===== src/rtl/int_responder_if.sv =====
// ---------------------------------------------------------------------------
// int_responder_if
//   Bundles the trigger-load handshake, the CPU-side observation buses and
//   the interrupt/status outputs of int_responder into one interface.
//
//   Signals:
//     arm_valid      trigger load request valid           (to responder)
//     arm_ready      responder accepts a load             (from responder)
//     arm_pc[31:0]   trigger PC                           (to responder)
//     arm_repeat[3:0] number of interrupts minus 1        (to responder)
//     macroscopic_pc[31:0] committed PC from the CPU      (to responder)
//     m_int_addr[31:0]     ack write address from the CPU (to responder)
//     m_int_byteen[3:0]    ack write byte enables         (to responder)
//     interrupt      registered interrupt request         (from responder)
//     busy           responder not idle                   (from responder)
//     ack_count[7:0] accepted acks, wrapping              (from responder)
//     timeout_err    sticky abort flag                    (from responder)
//
//   Modports:
//     slave  - the responder itself
//     master - the environment (CPU shell / testbench)
// ---------------------------------------------------------------------------
interface int_responder_if;

    logic        arm_valid;
    logic        arm_ready;
    logic [31:0] arm_pc;
    logic [3:0]  arm_repeat;
    logic [31:0] macroscopic_pc;
    logic [31:0] m_int_addr;
    logic [3:0]  m_int_byteen;
    logic        interrupt;
    logic        busy;
    logic [7:0]  ack_count;
    logic        timeout_err;

    modport slave (
        input  arm_valid,
        input  arm_pc,
        input  arm_repeat,
        input  macroscopic_pc,
        input  m_int_addr,
        input  m_int_byteen,
        output arm_ready,
        output interrupt,
        output busy,
        output ack_count,
        output timeout_err
    );

    modport master (
        output arm_valid,
        output arm_pc,
        output arm_repeat,
        output macroscopic_pc,
        output m_int_addr,
        output m_int_byteen,
        input  arm_ready,
        input  interrupt,
        input  busy,
        input  ack_count,
        input  timeout_err
    );

endinterface


===== src/rtl/int_responder.sv =====
// ---------------------------------------------------------------------------
// int_responder
//   External interrupt source with acknowledge detection. Once armed with a
//   trigger PC, it raises `interrupt` when the CPU's committed PC reaches
//   that address and holds it until the CPU writes the interrupt-acknowledge
//   word. After each ack it cools down for GAP cycles and re-arms, for a
//   programmed number of occurrences (arm_repeat + 1).
//
//   Parameters:
//     INT_ADDR  interrupt-acknowledge word address (bits [1:0] ignored)
//     GAP       cooldown cycles after each ack, 0..255
//     TIMEOUT   ASSERT cycles without ack before abort, 1..65535
//
//   Ports:
//     clk    rising-edge clock
//     reset  asynchronous, active-low reset
//     bus    int_responder_if.slave (handshake, CPU buses, status outputs)
//
//   Build option:
//     INT_RESP_TIMEOUT_EN  when defined, builds the ASSERT timeout counter
//                          and the sticky timeout_err flag. When undefined,
//                          ASSERT waits for an ack forever, timeout_err is
//                          tied low and TIMEOUT is unused.
// ---------------------------------------------------------------------------
module int_responder #(
    parameter logic [31:0] INT_ADDR = 32'h0000_7F20,
    parameter int unsigned GAP      = 4,
    parameter int unsigned TIMEOUT  = 1024
) (
    input logic               clk,
    input logic               reset,
    int_responder_if.slave    bus
);

    typedef enum logic [1:0] {
        S_IDLE   = 2'd0,
        S_ARMED  = 2'd1,
        S_ASSERT = 2'd2,
        S_GAP    = 2'd3
    } state_e;

    localparam logic [7:0] GAP_LAST = 8'(GAP - 1);

    state_e      state_q, state_d;
    logic [31:0] pc_q, pc_d;
    logic [3:0]  rem_q, rem_d;
    // Whether another occurrence follows the current cooldown; captured at
    // the ack because rem has already been decremented by then.
    logic        more_q, more_d;
    logic [7:0]  gap_cnt_q, gap_cnt_d;
    logic [7:0]  ack_cnt_q, ack_cnt_d;
    logic        irq_q, irq_d;

    logic        ack_hit;
    logic        pc_hit;
    logic        timeout_hit;

    assign ack_hit = (bus.m_int_byteen != 4'b0000) &&
                     (bus.m_int_addr[31:2] == INT_ADDR[31:2]);
    assign pc_hit  = (bus.macroscopic_pc == pc_q);

`ifdef INT_RESP_TIMEOUT_EN
    localparam logic [15:0] TO_LAST = 16'(TIMEOUT - 1);

    logic [15:0] to_cnt_q, to_cnt_d;
    logic        terr_q, terr_d;

    assign timeout_hit = (to_cnt_q == TO_LAST);

    logic unused_ok;
    assign unused_ok = ^bus.m_int_addr[1:0];
`else
    assign timeout_hit = 1'b0;

    logic unused_ok;
    assign unused_ok = ^{bus.m_int_addr[1:0], (TIMEOUT != 0)};
`endif

    // -----------------------------------------------------------------------
    // Next-state and datapath
    // -----------------------------------------------------------------------
    always_comb begin
        state_d   = state_q;
        pc_d      = pc_q;
        rem_d     = rem_q;
        more_d    = more_q;
        gap_cnt_d = gap_cnt_q;
        ack_cnt_d = ack_cnt_q;
`ifdef INT_RESP_TIMEOUT_EN
        to_cnt_d  = to_cnt_q;
        terr_d    = terr_q;
`endif

        unique case (state_q)
            S_IDLE: begin
                if (bus.arm_valid) begin
                    pc_d    = bus.arm_pc;
                    rem_d   = bus.arm_repeat;
                    state_d = S_ARMED;
                end
            end

            S_ARMED: begin
                if (pc_hit) begin
                    state_d = S_ASSERT;
`ifdef INT_RESP_TIMEOUT_EN
                    to_cnt_d = '0;
`endif
                end
            end

            S_ASSERT: begin
                // An ack in the same cycle as the timeout takes priority.
                if (ack_hit) begin
                    ack_cnt_d = ack_cnt_q + 8'd1;
                    if (rem_q != 4'd0) begin
                        rem_d = rem_q - 4'd1;
                    end
                    if (GAP > 0) begin
                        state_d   = S_GAP;
                        gap_cnt_d = '0;
                        more_d    = (rem_q != 4'd0);
                    end else begin
                        state_d = (rem_q != 4'd0) ? S_ARMED : S_IDLE;
                    end
                end else if (timeout_hit) begin
                    state_d = S_IDLE;
`ifdef INT_RESP_TIMEOUT_EN
                    terr_d  = 1'b1;
`endif
                end else begin
`ifdef INT_RESP_TIMEOUT_EN
                    to_cnt_d = to_cnt_q + 16'd1;
`endif
                end
            end

            S_GAP: begin
                if (gap_cnt_q == GAP_LAST) begin
                    state_d = more_q ? S_ARMED : S_IDLE;
                end else begin
                    gap_cnt_d = gap_cnt_q + 8'd1;
                end
            end

            default: begin
                state_d = S_IDLE;
            end
        endcase

        // interrupt is a registered copy of "next state is ASSERT"
        irq_d = (state_d == S_ASSERT);
    end

    // -----------------------------------------------------------------------
    // State registers
    // -----------------------------------------------------------------------
    always_ff @(posedge clk or negedge reset) begin
        if (!reset) begin
            state_q   <= S_IDLE;
            pc_q      <= '0;
            rem_q     <= '0;
            more_q    <= 1'b0;
            gap_cnt_q <= '0;
            ack_cnt_q <= '0;
            irq_q     <= 1'b0;
        end else begin
            state_q   <= state_d;
            pc_q      <= pc_d;
            rem_q     <= rem_d;
            more_q    <= more_d;
            gap_cnt_q <= gap_cnt_d;
            ack_cnt_q <= ack_cnt_d;
            irq_q     <= irq_d;
        end
    end

`ifdef INT_RESP_TIMEOUT_EN
    always_ff @(posedge clk or negedge reset) begin
        if (!reset) begin
            to_cnt_q <= '0;
            terr_q   <= 1'b0;
        end else begin
            to_cnt_q <= to_cnt_d;
            terr_q   <= terr_d;
        end
    end

    assign bus.timeout_err = terr_q;
`else
    assign bus.timeout_err = 1'b0;
`endif

    // -----------------------------------------------------------------------
    // Outputs
    // -----------------------------------------------------------------------
    assign bus.interrupt = irq_q;
    assign bus.busy      = (state_q != S_IDLE);
    assign bus.arm_ready = (state_q == S_IDLE);
    assign bus.ack_count = ack_cnt_q;

endmodule


===== src/flat_wrapper.sv =====
// flat-port wrapper written by rule: the top's interface ports become plain ports
module int_responder_flat 
#(
    parameter logic [31:0] INT_ADDR = 32'h0000_7F20,
    parameter int unsigned GAP      = 4,
    parameter int unsigned TIMEOUT  = 1024
)
  (clk, reset, bus_arm_valid, bus_arm_pc, bus_arm_repeat, bus_macroscopic_pc, bus_m_int_addr, bus_m_int_byteen, bus_arm_ready, bus_interrupt, bus_busy, bus_ack_count, bus_timeout_err);
  int_responder_if bus_i ();
  input logic clk;
  input logic reset;
  input wire logic [$bits(bus_i.arm_valid)-1:0] bus_arm_valid;
  input wire logic [$bits(bus_i.arm_pc)-1:0] bus_arm_pc;
  input wire logic [$bits(bus_i.arm_repeat)-1:0] bus_arm_repeat;
  input wire logic [$bits(bus_i.macroscopic_pc)-1:0] bus_macroscopic_pc;
  input wire logic [$bits(bus_i.m_int_addr)-1:0] bus_m_int_addr;
  input wire logic [$bits(bus_i.m_int_byteen)-1:0] bus_m_int_byteen;
  output wire logic [$bits(bus_i.arm_ready)-1:0] bus_arm_ready;
  output wire logic [$bits(bus_i.interrupt)-1:0] bus_interrupt;
  output wire logic [$bits(bus_i.busy)-1:0] bus_busy;
  output wire logic [$bits(bus_i.ack_count)-1:0] bus_ack_count;
  output wire logic [$bits(bus_i.timeout_err)-1:0] bus_timeout_err;
  assign bus_i.arm_valid = bus_arm_valid;
  assign bus_i.arm_pc = bus_arm_pc;
  assign bus_i.arm_repeat = bus_arm_repeat;
  assign bus_i.macroscopic_pc = bus_macroscopic_pc;
  assign bus_i.m_int_addr = bus_m_int_addr;
  assign bus_i.m_int_byteen = bus_m_int_byteen;
  assign bus_arm_ready = bus_i.arm_ready;
  assign bus_interrupt = bus_i.interrupt;
  assign bus_busy = bus_i.busy;
  assign bus_ack_count = bus_i.ack_count;
  assign bus_timeout_err = bus_i.timeout_err;
  int_responder #(.INT_ADDR(INT_ADDR), .GAP(GAP), .TIMEOUT(TIMEOUT)) u_core (.clk(clk), .reset(reset), .bus(bus_i));
endmodule

===== config.mk =====
export PLATFORM = sky130hd
export DESIGN_NAME = int_responder_flat
export DESIGN_NICKNAME = d
export VERILOG_FILES = /design/src/rtl/int_responder_if.sv /design/src/rtl/int_responder.sv /design/src/flat_wrapper.sv
export SDC_FILE = /design/constraint.sdc
export NUM_CORES = 1
export LEC_CHECK = 0
export CAP_MARGIN = 10
export CORE_MARGIN = 2
export CORE_UTILIZATION = 35
export CTS_CLUSTER_SIZE = 40
export DETAILED_ROUTE_END_ITERATION = 12
export PLACE_DENSITY = 0.73
export SLEW_MARGIN = 20
export SYNTH_ARGS = -nofsm -noshare
export SYNTH_HDL_FRONTEND = slang
export SYNTH_SLANG_ARGS = --single-unit

===== constraint.sdc =====
create_clock -name clk -period 5.1 [get_ports clk]
set_input_delay 1.02 -clock clk [delete_from_list [all_inputs] [get_ports clk]]
set_output_delay 1.02 -clock clk [all_outputs]
set_load 0.02 [all_outputs]

======== After elaboration in Yosys (flattened, before gate mapping) ========
Cells that the tools add are included.
word-level totals
  input port bits ......................... 107
  flip-flop bits (word level) ............. 56
  logic and storage cells ................. 45
  output and inout port bits .............. 12
operators by class
  muxes and demuxes ....................... 13
  $add $sub $neg .......................... 3
  eq/ne operators ......................... 11
  reduce and logical (&&, ||, !) cells .... 11
operators with widths
  operator                                                                  count
  32-bit equality test                                                      1
  30-bit by 13-bit equality test with 1-bit output (second input constant)  1
  8-bit by 1-bit adder with 8-bit output (second input constant)            2
  8-bit two-way mux                                                         2
  8-bit case mux with 2 select lines                                        1
  4-bit two-way mux                                                         3
  8-bit by 2-bit equality test with 1-bit output (second input constant)    1
  2-bit two-way mux                                                         4
  2-bit case mux with 4 select lines                                        1
  4-bit case mux with 2 select lines                                        1
  4-bit nonzero test                                                        2
  2-bit equality test (second input constant)                               3
  2-bit nonzero test                                                        3
  2-bit by 1-bit != test with 1-bit output (second input constant)          2
  2-bit != test (second input constant)                                     2
  2-bit AND reduction                                                       2
  4-bit AND reduction                                                       1
  4-bit by 1-bit subtractor with 4-bit output (second input constant)       1
  3-bit AND reduction                                                       1
  2-bit by 1-bit equality test with 1-bit output (second input constant)    1
  2-bit logical NOT                                                         1
  1-bit logical AND                                                         1
  1-bit two-way mux                                                         1

======== Depth between registers and ports, before layout ========
Gate-level depths: netlist of run 1.
  depth in word-level cells ............... 5
  gate-level depth with buffers ........... 7
  gate-level depth less buffers ........... 6

======== Least setup slack after synthesis of run 1 ========
OpenSTA, ideal clock, no wires.
  path kind ............................... in2reg
  start ................................... in bus_m_int_addr[3]
  end ..................................... reg u_core.ack_cnt_q[1], in the netlist u_core.bus.ack_count[1]
  buffers on the path ..................... 1
  cell stages on the path ................. 5
  setup slack ............................. 2.728 ns
  arrival ................................. 2.247 ns
  data required time ...................... 4.975 ns
  library setup time ...................... 0.125 ns
  cells stage by stage .................... nor4b_1 nand4_1 nor4_4 buf_6 mux2_2
between the ends
  cells in the longest elaborated chain, start to end .. 3
RTL lines
  what                                              line                  text
  start, declared                                   flat_wrapper.sv:16    input wire logic [$bits(bus_i.m_int_addr)-1:0] bus_m_int_addr;
  30-bit by 13-bit equality test with 1-bit output  int_responder.sv:59   (bus.m_int_addr[31:2] == INT_ADDR[31:2]);
  1-bit logical AND                                 int_responder.sv:58   assign ack_hit = (bus.m_int_byteen != 4'b0000) &&
  2-bit AND reduction (no source line)              --
  end signal, assigned                              int_responder.sv:173  ack_cnt_q <= ack_cnt_d;
  end, declared                                     int_responder.sv:51   logic [7:0] ack_cnt_q, ack_cnt_d;
Every way passes these cells.
A chain may end at the register's enable or synchronous reset.

======== Worst setup path after layout of run 1 ========
  start ................................... in bus_m_int_addr[17]
  end ..................................... reg u_core.ack_cnt_q[1], in the netlist u_core.bus.ack_count[1]
Same word-level chain as after synthesis.

==> flow_metrics.py, run 1 <==
metrics = {
    "floorplanning": {
        "die_y_um": 94.3,
        "fp.dieW_um": 94.3,
        "start_util_pct": 36.5,
        "rows": 32,
        "pin_count": 119,
        "die_area_sq_mm": 0.00888,
        "core-area_sq_mm": 0.00781,
    },
    "grt": {
        "grt_pass1_wl_um": 10200,
        "grt_use_total_pct": 14.7,
        "grt_max_degree": 57,
        "antenna_found_initial": 0,
        "first_global_vias": 2286,
        "grt-ovfl-total": 0,
    },
    "critical_path": {
        "worst_setup_path_end_kind": "flop",
        "critPathSlowestCell": "nor4_4",
        "r2r-start": "u_core.state_q[0]",
        "r2r-end": "u_core.bus.ack_count[1]",
        "startpoint_type": "input port",
        "crit_chain": "clkdlybuf4s50_1, nor4_1, nand4_1, nor4_4, buf_4, mux2_2",
        "critPathLaunch": "bus_m_int_addr[17]",
        "r2r_setup_slack_ps": 2510,
        "crit_end": "u_core.bus.ack_count[1]",
        "worstPathRequired_ps": 5300,
        "slowest_delay_ps": 680,
        "rr_worst_depth": 5,
        "crit_arrival_ps": 3200,
        "worstPathMaxFanout": 15,
        "crit_type": "input port to flop",
    },
    "cts": {
        "clock_path_buffers": 2,
        "cts_resized": 0,
        "cts_tree": "yes",
        "cts_setup_buffers": 0,
        "cts.hold.buffers_added": 0,
        "htreeDepth": 2,
        "clk_pin_slew_worst_paths_ps": 90,
        "insertion_delay_ps": 310,
        "cts_inserted_buffers": 5,
        "clock-sinks": 56,
        "ctsRootBufferMaster": "clkbuf_8",
    },
    "synthesis": {
        "synth_warnings": 0,
        "synth_area_sq_mm": 0.00285,
        "ys_seq_elements": 56,
        "synth.distinct_cells": 37,
        "yosysSeqAreaShare_pct": 49.1,
        "synth_edf_count": 0,
        "syn-num-nets": 356,
        "synth_flop_cell": "dfrtp_1",
        "netlist_instances": 245,
        "avgSynthCellArea_sq_um": 11.6,
        "async_flop_share_pct": 100,
    },
    "sta": {
        "fmax_ghz": 0.333,
        "finalSetupViolations": 0,
        "slew_viol_final": 0,
        "max_slew_margin_pct": 48.8,
        "skew_ps": 3.47,
        "min_period_over_period_pct": 58.9,
        "period_needed_ps": 3000,
        "rsz0062_at_grt": "no",
        "worst_pin_slew_ps": 763,
        "finalSetupTns_ps": 0,
        "final_critical_path_setup_slack_ps": 2100,
        "hold_viol_final": 0,
    },
    "detailed_routing": {
        "post-route-drc-count": 0,
        "via_count": 2237,
        "routedWlPerCell_um": 13.7,
        "vias_per_cell": 4.83,
        "drt_pass1_iterations": 4,
        "totalWireLength_um": 6350,
        "antenna_left": 0,
        "first_iter_violations": 59,
    },
    "placed_design": {
        "dp.cells": 457,
        "dp.final_hpwl_um": 5070,
        "pre_cts_ws_ps": 1700,
        "gp_congestion": 0.730,
        "portBuffers": 115,
    },
    "power_and_ir_drop": {
        "ir_drop_v": 0.000142,
        "leakagePower_nw": 1.74,
        "power_density_mw_per_mm2": 226,
    },
    "cells_and_area": {
        "n_antenna_cell": 0,
        "nets": 473,
        "drive_gt1_share_pct": 13.0,
        "area_growth_pct": 47.2,
        "finalNonFillerCells": 463,
    },
    "run": {
        "cap_violations": 0,
    },
    "run_status": {
        "status": "finished clean",
    },
    "hold_path": {
        "hp-class": "flop to flop",
        "min_from": "u_core.bus.ack_count[7]",
    },
}
==> how the worst min path moves through the flow <==
stage                                          to  cells after the start
after global routing      u_core.bus.ack_count[7]                      1
final                     u_core.bus.ack_count[7]                      1
after floorplan                     u_core.more_q                      1
after CTS                 u_core.bus.ack_count[7]                      1
after detailed placement  u_core.bus.ack_count[7]                      1
after global placement    u_core.bus.ack_count[7]                      1
==> cell usage after synthesis, types with 6 or more instances <==
library cell  number  share of area (%)
nand3_1            9                1.6
xor2_1            35                 11
a21oi_1            6                1.1
dfrtp_1           56                 49
mux2_2            35                 14
nand4_1            6                1.3
xnor2_1           11                3.4
nand2_1           12                1.6
inv_1              6               0.79
nor4_1            13                2.9
nor2_1            11                1.4
==> routing by layer <==
metal	routed length, um	GRT usage [%]	vias to the layer above
li1	-	-	1095
met1	2330	15.7	1043
met2	3120	25.8	93
met3	847	7.54	6
met4	57	3.26	0
met5	0	0	-
==> critical path: cells and delay by family <==
kind,cells,cell delay [ps]
muxes,1,330
buffers and inverters,2,690
and+or+nand+nor,3,1150
==> flip-flops by register name, summed over array words and instances (netlist names) <==
register,cells
u_core.rem_q,4
u_core.more_q,1
u_core.gap_cnt_q,8
u_core.state_q,2
u_core.bus.ack_count,8
u_core.pc_q,32
u_core.bus.interrupt,1
==> through the flow <==
step / instance area, sq um / hold WS, ps / util [%] / total power, W
after floorplan: 2850 / 481 / - / 0.000573
after global placement: 4100 / 475 / 52.5 / 0.000676
after detailed placement: 4100 / 470 / 52.5 / 0.000682
after CTS: 4200 / 483 / 53.8 / 0.000961
after global routing: 4200 / 533 / 53.8 / 0.000993
final: 4200 / 473 / 53.8 / 0.000947
==> where the power goes <==
| group | switching [W] | internal, W | total, W |
|---|---|---|---|
| combinational | 0.0000509 | 0.000117 | 0.000168 |
| clock | 0.000137 | 0.000141 | 0.000278 |
| sequential | 0.0000233 | 0.000477 | 0.000500 |
==> cells in the final DEF (no fill, tap or decap), drive strengths merged, types with 2 or more instances in the layout <==
cell / Yosys / routed
and4: 2 / 2
buf: 7 / 4
a21o: 2 / 2
xor2: 35 / 35
dfrtp: 56 / 56
nor4: 14 / 14
inv: 6 / 6
a21oi: 6 / 6
nand2: 12 / 12
nand4: 6 / 6
nor2: 11 / 11
nand3: 9 / 9
nor3: 4 / 4
clkbuf: 1 / 5
o21ai: 4 / 4
clkdlybuf4s50: 0 / 114
xnor2: 11 / 11
nor4b: 2 / 2
and3: 2 / 2
mux2: 35 / 35
mux2i: 3 / 3
ha: 4 / 4
==> layout make-up <==
cell class / instances / area, sq um
Tap cell: 102 / 128
Clock inverter: 1 / 30.0
Clock buffer: 5 / 68.8
Sequential cell: 56 / 1400
Multi-Input combinational cell: 175 / 1380
Inverter: 6 / 22.5
Timing Repair Buffer: 118 / 1170
Fill cell: 699 / 3610
==> logic make-up after synthesis <==
group | after synthesis | share of synthesized area [%]
compound gates | 19 | 4.17
xor+xnor | 46 | 14.1
fa+ha+maj | 4 | 1.76
buf+inv | 14 | 2.54
flops | 56 | 49.1
mux | 38 | 14.9
other cells | 1 | 0.132
simple gates | 67 | 13.3
Note: power is estimated with default switching activity, not from simulation.
==> run 2, diff against run 1 <==
--- a/config.mk
+++ b/config.mk
@@ -10,7 +10,7 @@
 export CORE_UTILIZATION = 35
 export CTS_CLUSTER_SIZE = 40
 export DETAILED_ROUTE_END_ITERATION = 12
-export PLACE_DENSITY = 0.73
+export PLACE_DENSITY = 0.75
 export SLEW_MARGIN = 20
 export SYNTH_ARGS = -nofsm -noshare
 export SYNTH_HDL_FRONTEND = slang
==> constraint.sdc (replaced) <==
create_clock -name clk -period 2.65 [get_ports clk]
set_input_delay 0.53 -clock clk [delete_from_list [all_inputs] [get_ports clk]]
set_output_delay 0.53 -clock clk [all_outputs]
set_load 0.02 [all_outputs]
==> run 2 against run 1 <==
  * Clock power increased by 140%
  * Highest routed layer unchanged
  * Total power increased by 110%
  * Non-clock buffer count increased by 1
  * Global-route usage increased by 0.67 points
  * Sequential share of layout area decreased by 0.56 points
  * Largest power group unchanged
  * Critical endpoint is now u_core.rem_q[3]
  * Clock skew increased by 11 ps
  * Final cell count increased by 0.65%
==> flow_metrics.py, run 2 (synthesis results as in run 1) <==
metrics = {
    "cts": {
        "ctsRootBufferMaster": "clkbuf_8",
        "cts_inserted_buffers": 5,
        "cts_tree": "yes",
        "insertion_delay_ps": 310,
        "clock-sinks": 56,
        "htreeDepth": 2,
        "clock_path_buffers": 2,
        "clk_pin_slew_worst_paths_ps": 110,
        "cts.hold.buffers_added": 0,
        "cts_setup_buffers": 0,
        "cts_resized": 0,
    },
    "critical_path": {
        "path_depth": 6,
        "startpoint_type": "flop",
        "crit_chain": "nand2b_1, or3_4, nor4_4, buf_12, a21o_1, mux2i_1",
        "worstPathMaxFanout": 22,
        "critPathSlowestCell": "dfrtp_1",
        "crit_type": "flop to flop",
        "crit_arrival_ps": 2390,
        "crit_buf_inv": 1,
        "worst_setup_path_end_kind": "flop",
        "slowest_delay_ps": 480,
        "worstPathRequired_ps": 2880,
        "rr_worst_depth": 6,
        "r2r_setup_slack_ps": 490,
        "critical_path.top_delay_family": "simple AND/OR/NAND/NOR gates",
    },
    "grt": {
        "grt_pass1_wl_um": 10700,
        "first_global_vias": 2396,
        "antenna_found_initial": 0,
        "grt_max_degree": 33,
        "grt-ovfl-total": 0,
        "grt_use_total_pct": 15.3,
    },
    "sta": {
        "slew_viol_final": 0,
        "finalSetupViolations": 0,
        "min_period_over_period_pct": 81.6,
        "fmax_ghz": 0.462,
        "final_critical_path_setup_slack_ps": 487,
        "rsz0062_at_grt": "no",
        "max_slew_margin_pct": 58.8,
        "finalSetupTns_ps": 0,
        "fin_hold_ws_ps": 218,
        "period_needed_ps": 2160,
        "worst_pin_slew_ps": 618,
        "skew_ps": 14.9,
        "hold_viol_final": 0,
    },
    "placed_design": {
        "dp.final_hpwl_um": 5100,
        "pre_cts_ws_ps": 142,
        "gp_congestion": 0.805,
        "portBuffers": 115,
    },
    "floorplanning": {
        "pin_count": 119,
        "fp.dieW_um": 94.3,
        "die_y_um": 94.3,
        "start_util_pct": 36.5,
        "core-area_sq_mm": 0.00781,
        "die_area_sq_mm": 0.00888,
        "rows": 32,
    },
    "detailed_routing": {
        "antenna_left": 0,
        "routedWlPerCell_um": 13.9,
        "via_count": 2269,
        "post-route-drc-count": 0,
        "drt_pass1_iterations": 4,
        "first_iter_violations": 92,
        "vias_per_cell": 4.87,
        "totalWireLength_um": 6480,
    },
    "cells_and_area": {
        "nets": 474,
        "mostFrequentLayoutCells": "clkdlybuf4s50_1 (114), dfrtp_1 (56), xor2_1 (35), mux2_2 (35), nor4_1 (13)",
        "n_antenna_cell": 0,
        "area_growth_pct": 49.7,
        "layout_commonest_cell": "clkdlybuf4s50_1",
        "drive_gt1_share_pct": 13.7,
        "fillers": 676,
        "regMostFlops": "u_core.pc_q",
        "largest_reg_flops": 32,
        "final_util_pct": 54.7,
    },
    "hold_path": {
        "hp-class": "input port to async pin",
    },
    "run_status": {
        "status": "finished clean",
    },
    "power_and_ir_drop": {
        "power_density_mw_per_mm2": 460,
        "leakagePower_nw": 1.77,
        "ir_drop_v": 0.000389,
    },
    "run": {
        "cap_violations": 0,
    },
}
-- run 2: path summary, 6_finish.rpt --
check	to	from
max reg2reg	u_core.rem_q[3]	u_core.state_q[0]
max	u_core.rem_q[3]	u_core.state_q[0]
max in group asynchronous	u_core.more_q	reset
min in group clk	u_core.bus.ack_count[7]	u_core.bus.ack_count[7]
min	u_core.pc_q[23]	reset
min reg2reg	u_core.bus.ack_count[7]	u_core.bus.ack_count[7]
-- run 2: worst reg2reg max path, cell delays in order, from the launching register on --
cell      delay (ps)
dfrtp_1          480
nand2b_1         330
or3_4            460
nor4_4           200
buf_12           200
a21o_1           200
mux2i_1          200
-- run 2: through the flow --
stage,std cells,area [sq um],power (W)
2_1_floorplan,245,2850,0.00110
3_3_place_gp,458,4130,0.00130
3_5_place_dp,458,4130,0.00131
4_1_cts,466,4270,0.00199
5_1_grt,466,4270,0.00207
6_report,466,4270,0.00196
-- run 2: final cells by class --
class / count / area, sq um / area share, %
tap: 102 / 128 / 2.99
inverter: 6 / 22.5 / 0.528
sequential: 56 / 1400 / 32.8
clock buffer: 5 / 68.8 / 1.61
timing repair buffer: 119 / 1200 / 28.1
clock inverter: 3 / 68.8 / 1.61
multi-input combinational: 175 / 1380 / 32.3
-- run 2: power breakdown --
part | total (W) | switching, W | leakage, nW | internal (W)
logic | 0.000325 | 0.0000971 | 1.03 | 0.000228
clock network | 0.000676 | 0.000295 | 0.0687 | 0.000381
registers | 0.000963 | 0.0000450 | 0.675 | 0.000918
total | 0.00196 | 0.000437 | 1.77 | 0.00153
-- run 2: layer usage --
metal | vias to the layer above | global-route usage (%) | share of wire, %
met5 | - | 0 | 0
met4 | 0 | 4.11 | 1.2
met3 | 8 | 7.30 | 13
met2 | 96 | 26.7 | 47
met1 | 1068 | 16.7 | 39
li1 | 1097 | - | -
